### config.mk
export PLATFORM = sky130hd
export DESIGN_NAME = aux_phase_decoder
export DESIGN_NICKNAME = d
export VERILOG_FILES = /design/src/rtl/aux_phase_decoder_pkg.sv /design/src/rtl/aux_phase_decoder_decode.sv /design/src/rtl/aux_phase_decoder.sv
export SDC_FILE = /design/constraint.sdc
export NUM_CORES = 1
export LEC_CHECK = 0
export ABC_CLOCK_PERIOD_IN_PS = 7600
export CORE_ASPECT_RATIO = 0.75
export CORE_UTILIZATION = 60
export DETAILED_ROUTE_END_ITERATION = 6
export PLACE_DENSITY = 0.85
export SLEW_MARGIN = 10
export SYNTH_ARGS = -nofsm -noshare
export SYNTH_HDL_FRONTEND = slang
export SYNTH_SLANG_ARGS = --single-unit
### constraint.sdc
create_clock -name clk -period 7.6 [get_ports clk]
set_input_delay 0.76 -clock clk [delete_from_list [all_inputs] [get_ports clk]]
set_output_delay 0.76 -clock clk [all_outputs]
set_load 0.01 [all_outputs]
### src/rtl/aux_phase_decoder_pkg.sv
// Shared types and helpers for the auxiliary ring-oscillator phase decoder.
// Also used by the tracking-loop checker, so keep it free of design state.
package aux_pkg;

  typedef enum logic [1:0] {
    IDLE,
    PRIME,
    ACCUM
  } aux_state_e;

  localparam int NPH  = 7;
  localparam int NIDX = 14;

  // Odd ring taps are inverted so that a healthy ring reads as a twisted-ring code.
  function automatic logic [NPH-1:0] norm_code(input logic [NPH-1:0] s);
    return s ^ 7'b0101010;
  endfunction

  // Twisted-ring code word for index k: ones filling from n0, then zeros filling from n0.
  function automatic logic [NPH-1:0] ring_code(input int k);
    logic [NPH-1:0] c;
    c = '0;
    for (int j = 0; j < NPH; j++) begin
      c[j] = (k < NPH + 1) ? (j < k) : (j > k - (NPH + 1));
    end
    return c;
  endfunction

endpackage

### src/rtl/aux_phase_decoder_decode.sv
// Combinational decode of a normalized 7-bit twisted-ring snapshot into a phase index.
// Any word outside the 14 legal codes reports valid_o = 0 and index 0.
module aux_phase_decode
  import aux_pkg::*;
(
  input  logic [NPH-1:0] n_i,
  output logic           valid_o,
  output logic [3:0]     idx_o
);

  always_comb begin
    valid_o = 1'b0;
    idx_o   = '0;
    for (int k = 0; k < NIDX; k++) begin
      if (n_i == ring_code(k)) begin
        valid_o = 1'b1;
        idx_o   = 4'(k);
      end
    end
  end

endmodule

### src/rtl/aux_phase_decoder.sv
// Samples the auxiliary ring phases, decodes them to 0..13, and sums unwrapped
// phase advance over 2^WIN_LOG2 samples, handing each sum out over valid/ready.
module aux_phase_decoder
  import aux_pkg::*;
#(
  parameter int WIN_LOG2 = 8,
  parameter int ACC_W    = WIN_LOG2 + 4
) (
  input  logic             clk,
  input  logic             rst_n,
  input  logic             en,
  input  logic             osc_000,
  input  logic             osc_030,
  input  logic             osc_060,
  input  logic             osc_090,
  input  logic             osc_120,
  input  logic             osc_150,
  input  logic             osc_180,
  output logic             meas_valid,
  input  logic             meas_ready,
  output logic [ACC_W-1:0] meas_sum,
  output logic [3:0]       phase_idx,
  output logic             code_err,
  output logic [7:0]       err_cnt,
  output logic             ovf
);

  logic [NPH-1:0]      osc_vec;
  logic [NPH-1:0]      sync1_q, sync2_q, snap_q;
  logic [NPH-1:0]      norm;
  logic                dec_valid;
  logic [3:0]          dec_idx;
  logic [3:0]          step;
  logic [ACC_W-1:0]    acc_sum;
  logic                xfer;

  aux_state_e          state_q, state_d;
  logic [ACC_W-1:0]    acc_q, acc_d;
  logic [WIN_LOG2-1:0] win_q, win_d;
  logic [3:0]          phase_q, phase_d;
  logic                valid_q, valid_d;
  logic [ACC_W-1:0]    sum_q, sum_d;
  logic                ovf_q, ovf_d;
  logic                err_q, err_d;
  logic [7:0]          err_cnt_q, err_cnt_d;

  assign osc_vec = {osc_180, osc_150, osc_120, osc_090, osc_060, osc_030, osc_000};

  always_ff @(posedge clk or negedge rst_n) begin
    if (!rst_n) begin
      sync1_q <= '0;
      sync2_q <= '0;
      snap_q  <= '0;
    end else begin
      sync1_q <= osc_vec;
      sync2_q <= sync1_q;
      snap_q  <= sync2_q;
    end
  end

  assign norm = norm_code(snap_q);

  aux_phase_decode u_decode (
    .n_i     (norm),
    .valid_o (dec_valid),
    .idx_o   (dec_idx)
  );

  // Forward distance around the 14-state ring; an invalid snapshot contributes nothing.
  always_comb begin
    step = '0;
    if (dec_valid) begin
      step = (dec_idx >= phase_q) ? (dec_idx - phase_q)
                                  : (dec_idx + 4'(NIDX) - phase_q);
    end
  end

  assign acc_sum = acc_q + ACC_W'(step);
  assign xfer    = valid_q & meas_ready;

  always_comb begin
    state_d   = state_q;
    acc_d     = acc_q;
    win_d     = win_q;
    phase_d   = phase_q;
    valid_d   = valid_q;
    sum_d     = sum_q;
    ovf_d     = ovf_q;
    err_d     = 1'b0;
    err_cnt_d = err_cnt_q;

    if (xfer) begin
      valid_d = 1'b0;
    end

    if (!en) begin
      state_d = IDLE;
      acc_d   = '0;
      win_d   = '0;
      phase_d = '0;
    end else begin
      unique case (state_q)
        IDLE: begin
          acc_d   = '0;
          win_d   = '0;
          phase_d = '0;
          state_d = PRIME;
        end
        PRIME: begin
          if (dec_valid) begin
            phase_d = dec_idx;
            state_d = ACCUM;
          end
        end
        ACCUM: begin
          if (dec_valid) begin
            phase_d = dec_idx;
          end
          acc_d = acc_sum;
          win_d = win_q + WIN_LOG2'(1);
          // A transfer in the same cycle frees the output slot for the new sum.
          if (win_q == '1) begin
            acc_d = '0;
            if (!valid_q || xfer) begin
              sum_d   = acc_sum;
              valid_d = 1'b1;
            end else begin
              ovf_d = 1'b1;
            end
          end
        end
        default: state_d = IDLE;
      endcase
    end

    if (en && (state_q != IDLE) && !dec_valid) begin
      err_d = 1'b1;
      if (err_cnt_q != 8'hFF) begin
        err_cnt_d = err_cnt_q + 8'd1;
      end
    end
  end

  always_ff @(posedge clk or negedge rst_n) begin
    if (!rst_n) begin
      state_q   <= IDLE;
      acc_q     <= '0;
      win_q     <= '0;
      phase_q   <= '0;
      valid_q   <= 1'b0;
      sum_q     <= '0;
      ovf_q     <= 1'b0;
      err_q     <= 1'b0;
      err_cnt_q <= '0;
    end else begin
      state_q   <= state_d;
      acc_q     <= acc_d;
      win_q     <= win_d;
      phase_q   <= phase_d;
      valid_q   <= valid_d;
      sum_q     <= sum_d;
      ovf_q     <= ovf_d;
      err_q     <= err_d;
      err_cnt_q <= err_cnt_d;
    end
  end

  assign meas_valid = valid_q;
  assign meas_sum   = sum_q;
  assign phase_idx  = phase_q;
  assign code_err   = err_q;
  assign err_cnt    = err_cnt_q;
  assign ovf        = ovf_q;

endmodule

# [Yosys cells after proc, flatten, opt, wreduce, memory -nomap -nowiden]
# Index checks and enable logic that the tools add are counted.
# W data, S select, Z words.
[classes] n_addsub=6 order_cmp=1 n_eq_ne=22 muxes=46 bitwise_logic=3 n_reduce_logical=14
[ops] cell="$eq A7 B7 Y1 const B" n=7
[ops] cell="$mux W4" n=10
[ops] cell="$mux W12" n=2
[ops] cell="$pmux W12 S2" n=1
[ops] cell="$mux W1" n=21
[ops] cell="$add A8 B1 Y8 const B" n=2
[ops] cell="$pmux W8 S2" n=1
[ops] cell="$add A12 B4 Y12" n=1
[ops] cell="$mux W3" n=4
[ops] cell="$eq A8 B8 Y1 const B" n=1
[ops] cell="$mux W2" n=4
[ops] cell="$mux W8" n=1
[ops] cell="$ne A8 B8 Y1 const B" n=1
[ops] cell="$pmux W4 S2" n=1
[ops] cell="$reduce_and A4 Y1" n=2
[ops] cell="$sub A4 B4 Y4" n=2
[ops] cell="$eq A7 B1 Y1 const B" n=1
[ops] cell="$eq A7 B2 Y1 const B" n=1
[ops] cell="$eq A7 B3 Y1 const B" n=1
[ops] cell="$eq A7 B4 Y1 const B" n=1
[ops] cell="$eq A7 B5 Y1 const B" n=1
[ops] cell="$eq A7 B6 Y1 const B" n=1
[ops] cell="$logic_not A7 Y1" n=1
[ops] cell="$ne A3 B2 Y1 const B" n=2
[ops] cell="18 further kinds" n=22
[word_totals] register_bits=70 input_bits=11 out_inout_bits=27 elab_cells=104

# [Depth between registers and ports, before layout]
# Gate-level depths: netlist (run 1).
[logic_depth] ltp_word=23 mapped_depth=18 ltp_nobuf=18

# [Hierarchy]
# A second synthesis (run 1) with hierarchy kept.
[unflattened] cells_unflattened=346 area_unflattened_um2=3618.5
[by_module_without_submodules] mod="aux_phase_decoder" n_inst=1 cells_per_inst=316 area_each_um2=3434.5 seq_area_each_um2=1751.7
[by_module_without_submodules] mod="aux_phase_decode" n_inst=1 cells_per_inst=30 area_each_um2=183.9 seq_area_each_um2=0.0

# [Least setup slack after synthesis (run 1)]
# No wires, ideal clock.
[synth_timing] kind="reg2reg" from="register snap_q[3]" to="register sum_q[10] (netlist: meas_sum[10])" setup_time_ns=0.125 arrival_time_ns=3.796 setup_slack_ns=3.679 stages_incl_launch_ff=17 n_path_buf=1 synth_period_minus_slack_ns=3.921 path_cell_list="dfrtp_1 -> or4bb_1 -> o211a_1 -> ha_1 -> fa_1 -> a21boi_0 -> o21bai_1 -> a21o_1 -> xnor2_1 -> nor2_1 -> fa_1 -> a21o_1 -> a21o_1 -> clkbuf_1 -> nand2_1 -> xnor2_1 -> mux2_2"
[synth_between] elab_chain_len=20 elab_cells_between_ends=49
[synth_lines] item="from (decl)" line_no="aux_phase_decoder.sv:29" text="logic [NPH-1:0] sync1_q, sync2_q, snap_q;"
[synth_lines] item="from (signal assigned)" line_no="aux_phase_decoder.sv:57" text="snap_q <= sync2_q;"
[synth_lines] item="$not A3 Y3 (no source line) *"
[synth_lines] item="$eq A7 B1 Y1" line_no="aux_phase_decoder_decode.sv:15" text="if (n_i == ring_code(k)) begin"
[synth_lines] item="$mux W1" line_no="aux_phase_decoder_decode.sv:15"
[synth_lines] item="$mux W2 (2 in series)" line_no="aux_phase_decoder_decode.sv:15"
[synth_lines] item="$mux W3 (4 in series)" line_no="aux_phase_decoder_decode.sv:15"
[synth_lines] item="$mux W4 (6 in series)" line_no="aux_phase_decoder_decode.sv:15"
[synth_lines] item="$add A4 B4 Y4" line_no="aux_phase_decoder.sv:74" text=": (dec_idx + 4'(NIDX) - phase_q);"
[synth_lines] item="$sub A4 B4 Y4" line_no="aux_phase_decoder.sv:74"
[synth_lines] item="$mux W4" line_no="aux_phase_decoder.sv:73" text="step = (dec_idx >= phase_q) ? (dec_idx - phase_q)"
[synth_lines] item="$mux W4 *" line_no="aux_phase_decoder.sv:72" text="if (dec_valid) begin"
[synth_lines] item="$add A12 B4 Y12 *" line_no="aux_phase_decoder.sv:78" text="assign acc_sum = acc_q + ACC_W'(step);"
[synth_lines] item="to (signal assigned)" line_no="aux_phase_decoder.sv:161" text="sum_q <= sum_d;"
[synth_lines] item="to (decl)" line_no="aux_phase_decoder.sv:42" text="logic [ACC_W-1:0] sum_q, sum_d;"
# Mark *: on every way between the ends. The rest lies on a longest branch, timed or not.
# A chain may end at the register's enable or synchronous reset.

# [Worst setup path after layout (run 1)]
[layout_timing] from="register snap_q[3]" to="register acc_q[7]"
[layout_between] elab_chain_len=23 elab_cells_between_ends=52
[layout_lines] item="$not A3 Y3 (no source line) *"
[layout_lines] item="$eq A7 B1 Y1" line_no="aux_phase_decoder_decode.sv:15"
[layout_lines] item="$mux W1" line_no="aux_phase_decoder_decode.sv:15"
[layout_lines] item="$mux W2 (2 in series)" line_no="aux_phase_decoder_decode.sv:15"
[layout_lines] item="$mux W3 (4 in series)" line_no="aux_phase_decoder_decode.sv:15"
[layout_lines] item="$mux W4 (6 in series)" line_no="aux_phase_decoder_decode.sv:15"
[layout_lines] item="$add A4 B4 Y4" line_no="aux_phase_decoder.sv:74"
[layout_lines] item="$sub A4 B4 Y4" line_no="aux_phase_decoder.sv:74"
[layout_lines] item="$mux W4" line_no="aux_phase_decoder.sv:73"
[layout_lines] item="$mux W4 *" line_no="aux_phase_decoder.sv:72"
[layout_lines] item="$add A12 B4 Y12 *" line_no="aux_phase_decoder.sv:78"
[layout_lines] item="$mux W12 *" line_no="aux_phase_decoder.sv:122" text="if (win_q == '1) begin"
[layout_lines] item="$pmux W12 S2 *" line_no="aux_phase_decoder.sv:102" text="unique case (state_q)"
[layout_lines] item="$mux W12 *" line_no="aux_phase_decoder.sv:96" text="if (!en) begin"
[layout_lines] item="to (signal assigned)" line_no="aux_phase_decoder.sv:147" text="acc_q <= '0;"
[layout_lines] item="to (signal assigned)" line_no="aux_phase_decoder.sv:157" text="acc_q <= acc_d;"
[layout_lines] item="to (decl)" line_no="aux_phase_decoder.sv:38" text="logic [ACC_W-1:0] acc_q, acc_d;"
# Marks and branches as above.

==> results of run 1 <==
-- how the worst min path moves through the flow --
stage / slack (ps) / start / endpoint / cells past startpoint
final: 350 / sync1_q[0] / sync2_q[0] / 0
after global routing: 360 / sync2_q[5] / snap_q[5] / 0
after CTS: 350 / sync1_q[4] / sync2_q[4] / 0
after detailed placement: 340 / sync1_q[4] / sync2_q[4] / 0
after global placement: 330 / sync2_q[5] / snap_q[5] / 0
after floorplan: 330 / sync2_q[0] / snap_q[0] / 0
-- worst register-to-register path, delay by kind of cell (launching register included) --
kind | cells | cell delay (ps)
fa+ha+maj | 2 | 780
mux | 1 | 210
compound gates | 8 | 1470
simple gates | 4 | 1210
flops | 1 | 440
buf+inv | 1 | 110
-- synthesized netlist by cell type (3+ instances only) --
library cell	count	area, µm²
a21o_1	5	37.5
a21oi_1	10	50.1
a22o_1	4	35.0
a31oi_1	3	18.8
buf_2	5	25.0
clkbuf_1	5	18.8
dfrtp_1	70	1750
fa_1	3	60.1
ha_1	20	250
inv_1	14	52.6
mux2_2	5	56.3
mux2i_1	3	30.0
nand2_1	30	113
nand2b_1	3	18.8
nand3_1	9	45.0
nand4_1	9	56.3
nor2_1	16	60.1
nor2b_1	4	25.0
nor3_1	5	25.0
o21ai_0	25	125
o21bai_1	3	22.5
o31ai_1	5	37.5
or3_1	5	31.3
xnor2_1	10	87.6
xor2_1	18	158
-- cells by family (layout without fill, tap and decap cells) --
family          Yosys count  in the layout
fa+ha+maj                23             23
simple gates             97             97
xor+xnor                 28             28
flops                    70             70
buf+inv                  24             68
compound gates           75             75
mux                       9              9
-- per-stage QoR --
step | hold WS [ps] | power, W | worst slack [ps]
finish | 351 | 0.00103 | 3310
global route | 360 | 0.00108 | 3010
CTS | 355 | 0.00103 | 3350
detailed placement | 336 | 0.000724 | 3370
global placement | 331 | 0.000712 | 3590
floorplan | 331 | 0.000622 | 3680
-- final cells by class --
cell class                 instances  area [µm²]  area share [%]
clock buffer                       9         124            2.97
inverter                          14        52.6            1.26
timing repair buffer              38         373            8.94
clock inverter                     7        81.3            1.95
sequential                        70        1750            42.0
multi-input combinational        232        1700            40.6
tap                               75        93.8            2.25
-- power by group through the flow --
stage	Clock, W	Sequential [W]	Combinational, W
final	0.000306	0.000447	0.000274
after global routing	0.000328	0.000453	0.000301
after CTS	0.000313	0.000446	0.000273
after detailed placement	0	0.000453	0.000271
after global placement	0	0.000452	0.000260
after floorplan	0	0.000454	0.000169
-- sequential cells by signal, indices dropped and copies added (netlist names) --
name and flops:
sync1_q 7, win_q 8, acc_q 12, meas_sum 12, state_q 2, phase_idx 4, ovf 1, snap_q 7
err_cnt 8, sync2_q 7, meas_valid 1, code_err 1
-- metal layers --
metal / GRT usage (%) / share of wire (%)
met5: 0 / 0
met2: 38.9 / 46
met1: 32.0 / 48
met4: 9.07 / 1.7
met3: 6.69 / 4.1
==> out/results.ini, run 1 <==
[timing]
max_freq_ghz=0.233
clock-skew-final_ps=6.84
hold_violations=0
tns_ps=0
setup_viol=0
tightest_slew_ps=959
fin_crit_sh_pct=56.5
layout_min_cycle_time_ps=4290
slew-limit-headroom_pct=36.0
final_max_slew_viol_count=0
grt_setup_unrepaired=false

[clock_tree]
numCtsBuffers=9
cts_tree=built
hold_buffers=0
clock_sinks=70
cts_setup_buffers=0
cts_resized=0
clock_latency_ps=350
h-tree-depth=3
clk_pin_slew_ps=80
clk_path_buf_depth=2
root_buffer=clkbuf_8

[yosys]
postSynthCellCount=326
synth_enable_flop_cells=0
synth_compound_area_share_pct=14.5
yosys_warnings=0
syn_nets=360
async_reset_ff_share_pct=100
synth_area_um2=3540
synth_fa_ha_area_share_pct=8.76
ys_seq_elements=70
ys_seq_area_share_pct=49.4
synth_top_family_by_area=simple AND/OR/NAND/NOR gates
synthXorXnorAreaFrac_pct=6.92
synthSimpleGateAreaFrac_pct=14.8
ys_types=55
synthMuxAreaShare_pct=2.86
avgSynthCellArea_um2=10.9
synthFlopType=dfrtp_1

[pwr]
power.share.clock_pct=29.8
power.density_nw_per_um2=246
sw_frac_of_total_pct=32.6
internal_power_w=0.000692
p_sw_w=0.000335
combPwrFrac_pct=26.6
p_leak_nw=1.84
p_seq_share_pct=43.5
peakVddDrop_mv=0.155

[run_status]
status=complete, no violations

[worst_setup_path]
r2r_cells=16
endpoint=acc_q[7]
r2r_slack_ps=3310
r2r_start=snap_q[3]
crit_required_ps=7880
worstReg2RegEnd=acc_q[7]
path_delay_family=compound AO/OA/AOI/OAI gates
path_cells=or4bb_1 > a21oi_1 > a32o_1 > inv_1 > fa_1 > a21boi_0 > o21bai_1 > a21o_1 > mux2i_1 > nor2_1 > ha_1 > o21ai_0 > o21bai_1 > nand4_1 > or3_1 > o21ai_0
startpoint_type=flip-flop
startpoint=snap_q[3]
cpPeakStageDelay_ps=580
critPathKind=flip-flop to flip-flop
crit_slowest_cell=or4bb_1
cp.depth=16
arrival_ps=4570
crit_path_max_fanout=7
worstSetupEndpointType=flip-flop
cp_num_buf_inv=1

[min_path]
hold_path.class=flip-flop to flip-flop

[detailed_routing]
firstDrtPassIters=4
first_iter_violations=166
wl_per_cell_um=15.1
vias=2545
drc=0
via_per_inst=5.72
postRouteAntennaNets=0
wirelength_um=6700

[die]
chipHeight_um=68.6
die_w_um=90.7
initial_utilization_pct=64.1
die-area_um2=6220
placeableCoreArea_um2=5530
rows=23
io_pins=38

[final_layout]
area_delta_synth_final_pct=17.7
nNetsFinal=399
drive_above_1_share_pct=9.19
antenna_cells=0
final_core_util_pct=75.5
final_cell_mix=dfrtp_1 (70), clkdlybuf4s50_1 (36), nand2_1 (30)
fill_cells=372
final_common_cell=dfrtp_1
fin_area_um2=4170
layout.cells.non_filler=445

[global_routing]
grt_first_pass_wirelength_um=11300
antenna_found_initial=0
grt_overflow=0
grt_start_max_net_pins=71
grt_pass1_vias=2369
grt_use_total_pct=24.2

[job]
maxCapViolations=0

[placed_design]
dp_cells=429
placed_cell_area_um2=3970
numPortBuffers=37
finalWeightedCongestion=0.868
dpl.hpwl_um=4780

Note: power is estimated with default switching activity, not from simulation.
==> inputs of run 2 (changes only) <==
- ABC_CLOCK_PERIOD_IN_PS: 7600 -> 4059
- CORE_UTILIZATION: 60 -> 56
- PLACE_DENSITY: 0.85 -> 0.8
- clock period: 7.6 -> 4.06 ns (I/O delays scaled with it)
==> run 2 against run 1 <==
Wire length increased by 1.9%. Global-route usage decreased by 2.4 points. Flip-flop and latch count unchanged. Power increased by 91%. Cell count increased by 2.9%. Sequential share of layout area decreased by 1.1 points. Via count increased by 1.4%. Clock skew increased by 3.1 ps. Register-to-register slack got worse by 3200 ps. Critical path depth unchanged. Utilization decreased by 3.3 points. Largest cell class unchanged. Largest power group unchanged.
==> out/results.ini, run 2 (same netlist as run 1, synthesis figures left out) <==
[die]
die_w_um=93.9
io_pins=38
chipHeight_um=70.9
placeableCoreArea_um2=5950
rows=24
initial_utilization_pct=59.6
die-area_um2=6650

[pwr]
sw_frac_of_total_pct=32.5
power.density_nw_per_um2=457
p_sw_w=0.000637
internal_power_w=0.00132
combPwrFrac_pct=28.2
p_seq_share_pct=42.8
peakVddDrop_mv=0.257
p_leak_nw=1.89
power.share.clock_pct=29.0

[detailed_routing]
wl_per_cell_um=14.9
drc=0
postRouteAntennaNets=0
firstDrtPassIters=5
wirelength_um=6820
vias=2581
via_per_inst=5.64
first_iter_violations=149

[worst_setup_path]
cpPeakStageDelay_ps=570
r2r_cells=16
crit_path_max_fanout=5
arrival_ps=4180
crit_required_ps=4320
startpoint_type=flip-flop
worstSetupEndpointType=flip-flop
r2r_start=snap_q[1]
critPathKind=flip-flop to flip-flop
path_cells=or4bb_4 > o211a_1 > ha_2 > fa_2 > a21boi_0 > o21bai_1 > a21o_1 > mux2i_1 > nor2_1 > ha_1 > o21ai_0 > o21bai_1 > buf_4 > nand4_1 > or3_1 > o21ai_0
worstReg2RegEnd=acc_q[7]
cp_num_buf_inv=1
path_delay_family=simple AND/OR/NAND/NOR gates
r2r_slack_ps=140
crit_slowest_cell=or4bb_4

[placed_design]
numPortBuffers=37
finalWeightedCongestion=0.825
dp_cells=435
dpl.hpwl_um=4700
placed_cell_area_um2=3990

[clock_tree]
clock_latency_ps=340
numCtsBuffers=9
root_buffer=clkbuf_8
clk_pin_slew_ps=80
hold_buffers=0
clk_path_buf_depth=2
cts_tree=built
clock_sinks=70
h-tree-depth=3

[timing]
slew-limit-headroom_pct=37.0
max_freq_ghz=0.255
final_max_slew_viol_count=0
grt_setup_unrepaired=true
clock-skew-final_ps=9.92
fin_crit_sh_pct=96.6
whs_ps=23.1
tightest_slew_ps=944
setup_viol=0
layout_min_cycle_time_ps=3920
hold_violations=0

[run_status]
status=complete, no violations

[global_routing]
grt_start_max_net_pins=49
antenna_found_initial=0
grt_first_pass_wirelength_um=11000
grt_use_total_pct=21.7
grt_overflow=0
grt_pass1_vias=2314

[final_layout]
area_delta_synth_final_pct=21.1
drive_above_1_share_pct=15.0
final_cell_mix=dfrtp_1 (69), clkdlybuf4s50_1 (36), nand2_1 (30)
antenna_cells=0
final_common_cell=dfrtp_1
layout.cells.non_filler=458
fin_area_um2=4290
nNetsFinal=409

[job]
maxCapViolations=0

[min_path]
hold_path.class=input port to async pin

[run 2: changes by cell type in the layout (fill, tap and decap cells not counted), moves of 2 or more]
cell | previous run | this run
buf_4 | 1 | 11
clkinv_4 | 3 | 1
fa_1 | 3 | 0
fa_2 | 0 | 3
[run 2: how the worst max path moves through the flow]
| stage | startpoint | to | depth (start not counted) |
|---|---|---|---|
| floorplan | snap_q[3] | meas_sum[10] | 16 |
| global placement | snap_q[0] | meas_sum[10] | 15 |
| detailed placement | snap_q[0] | meas_sum[10] | 15 |
| CTS | snap_q[3] | meas_sum[10] | 15 |
| global route | snap_q[1] | acc_q[7] | 18 |
| finish | snap_q[1] | acc_q[7] | 16 |
[run 2: through the flow]
| stage | utilization (%) | power, W | TNS, ps | setup slack, ps |
|---|---|---|---|---|
| after global routing | 72.2 | 0.00207 | -146 | -77.2 |
| after CTS | 70.7 | 0.00194 | 0 | 5.60 |
| final | 72.2 | 0.00196 | 0 | 140 |
| after global placement | 67.2 | 0.00134 | 0 | 108 |
| after detailed placement | 67.2 | 0.00135 | -17.0 | -17.0 |
| after floorplan | - | 0.00116 | 0 | 139 |
[run 2: cell type report]
cell class | count | area, µm²
Multi-Input combinational cell | 232 | 1740
Clock buffer | 9 | 124
Timing Repair Buffer | 48 | 448
Sequential cell | 70 | 1750
Tap cell | 78 | 97.6
Fill cell | 420 | 1650
Inverter | 14 | 52.6
Clock inverter | 7 | 80.1
[run 2: power by group through the flow]
| stage | clock (W) | sequential (W) | combinational, W |
|---|---|---|---|
| 3_5_place_dp | 0 | 0.000849 | 0.000505 |
| 3_3_place_gp | 0 | 0.000846 | 0.000494 |
| 6_report | 0.000568 | 0.000838 | 0.000553 |
| 4_1_cts | 0.000587 | 0.000838 | 0.000518 |
| 2_1_floorplan | 0 | 0.000849 | 0.000316 |
| 5_1_grt | 0.000615 | 0.000849 | 0.000605 |
[run 2: per-layer routing]
| layer | track usage [%] | share of wire, % |
|---|---|---|
| met1 | 31.4 | 49 |
| met2 | 31.4 | 44 |
| met3 | 6.34 | 4.6 |
| met4 | 7.86 | 2.0 |
| met5 | 0 | 0 |
[run 2: what timing repair did]
item	4_1_cts	5_1_grt
setup endpoints to repair	3	16
setup buffers	1	6
resized for setup	1	13
pin swaps	0	6
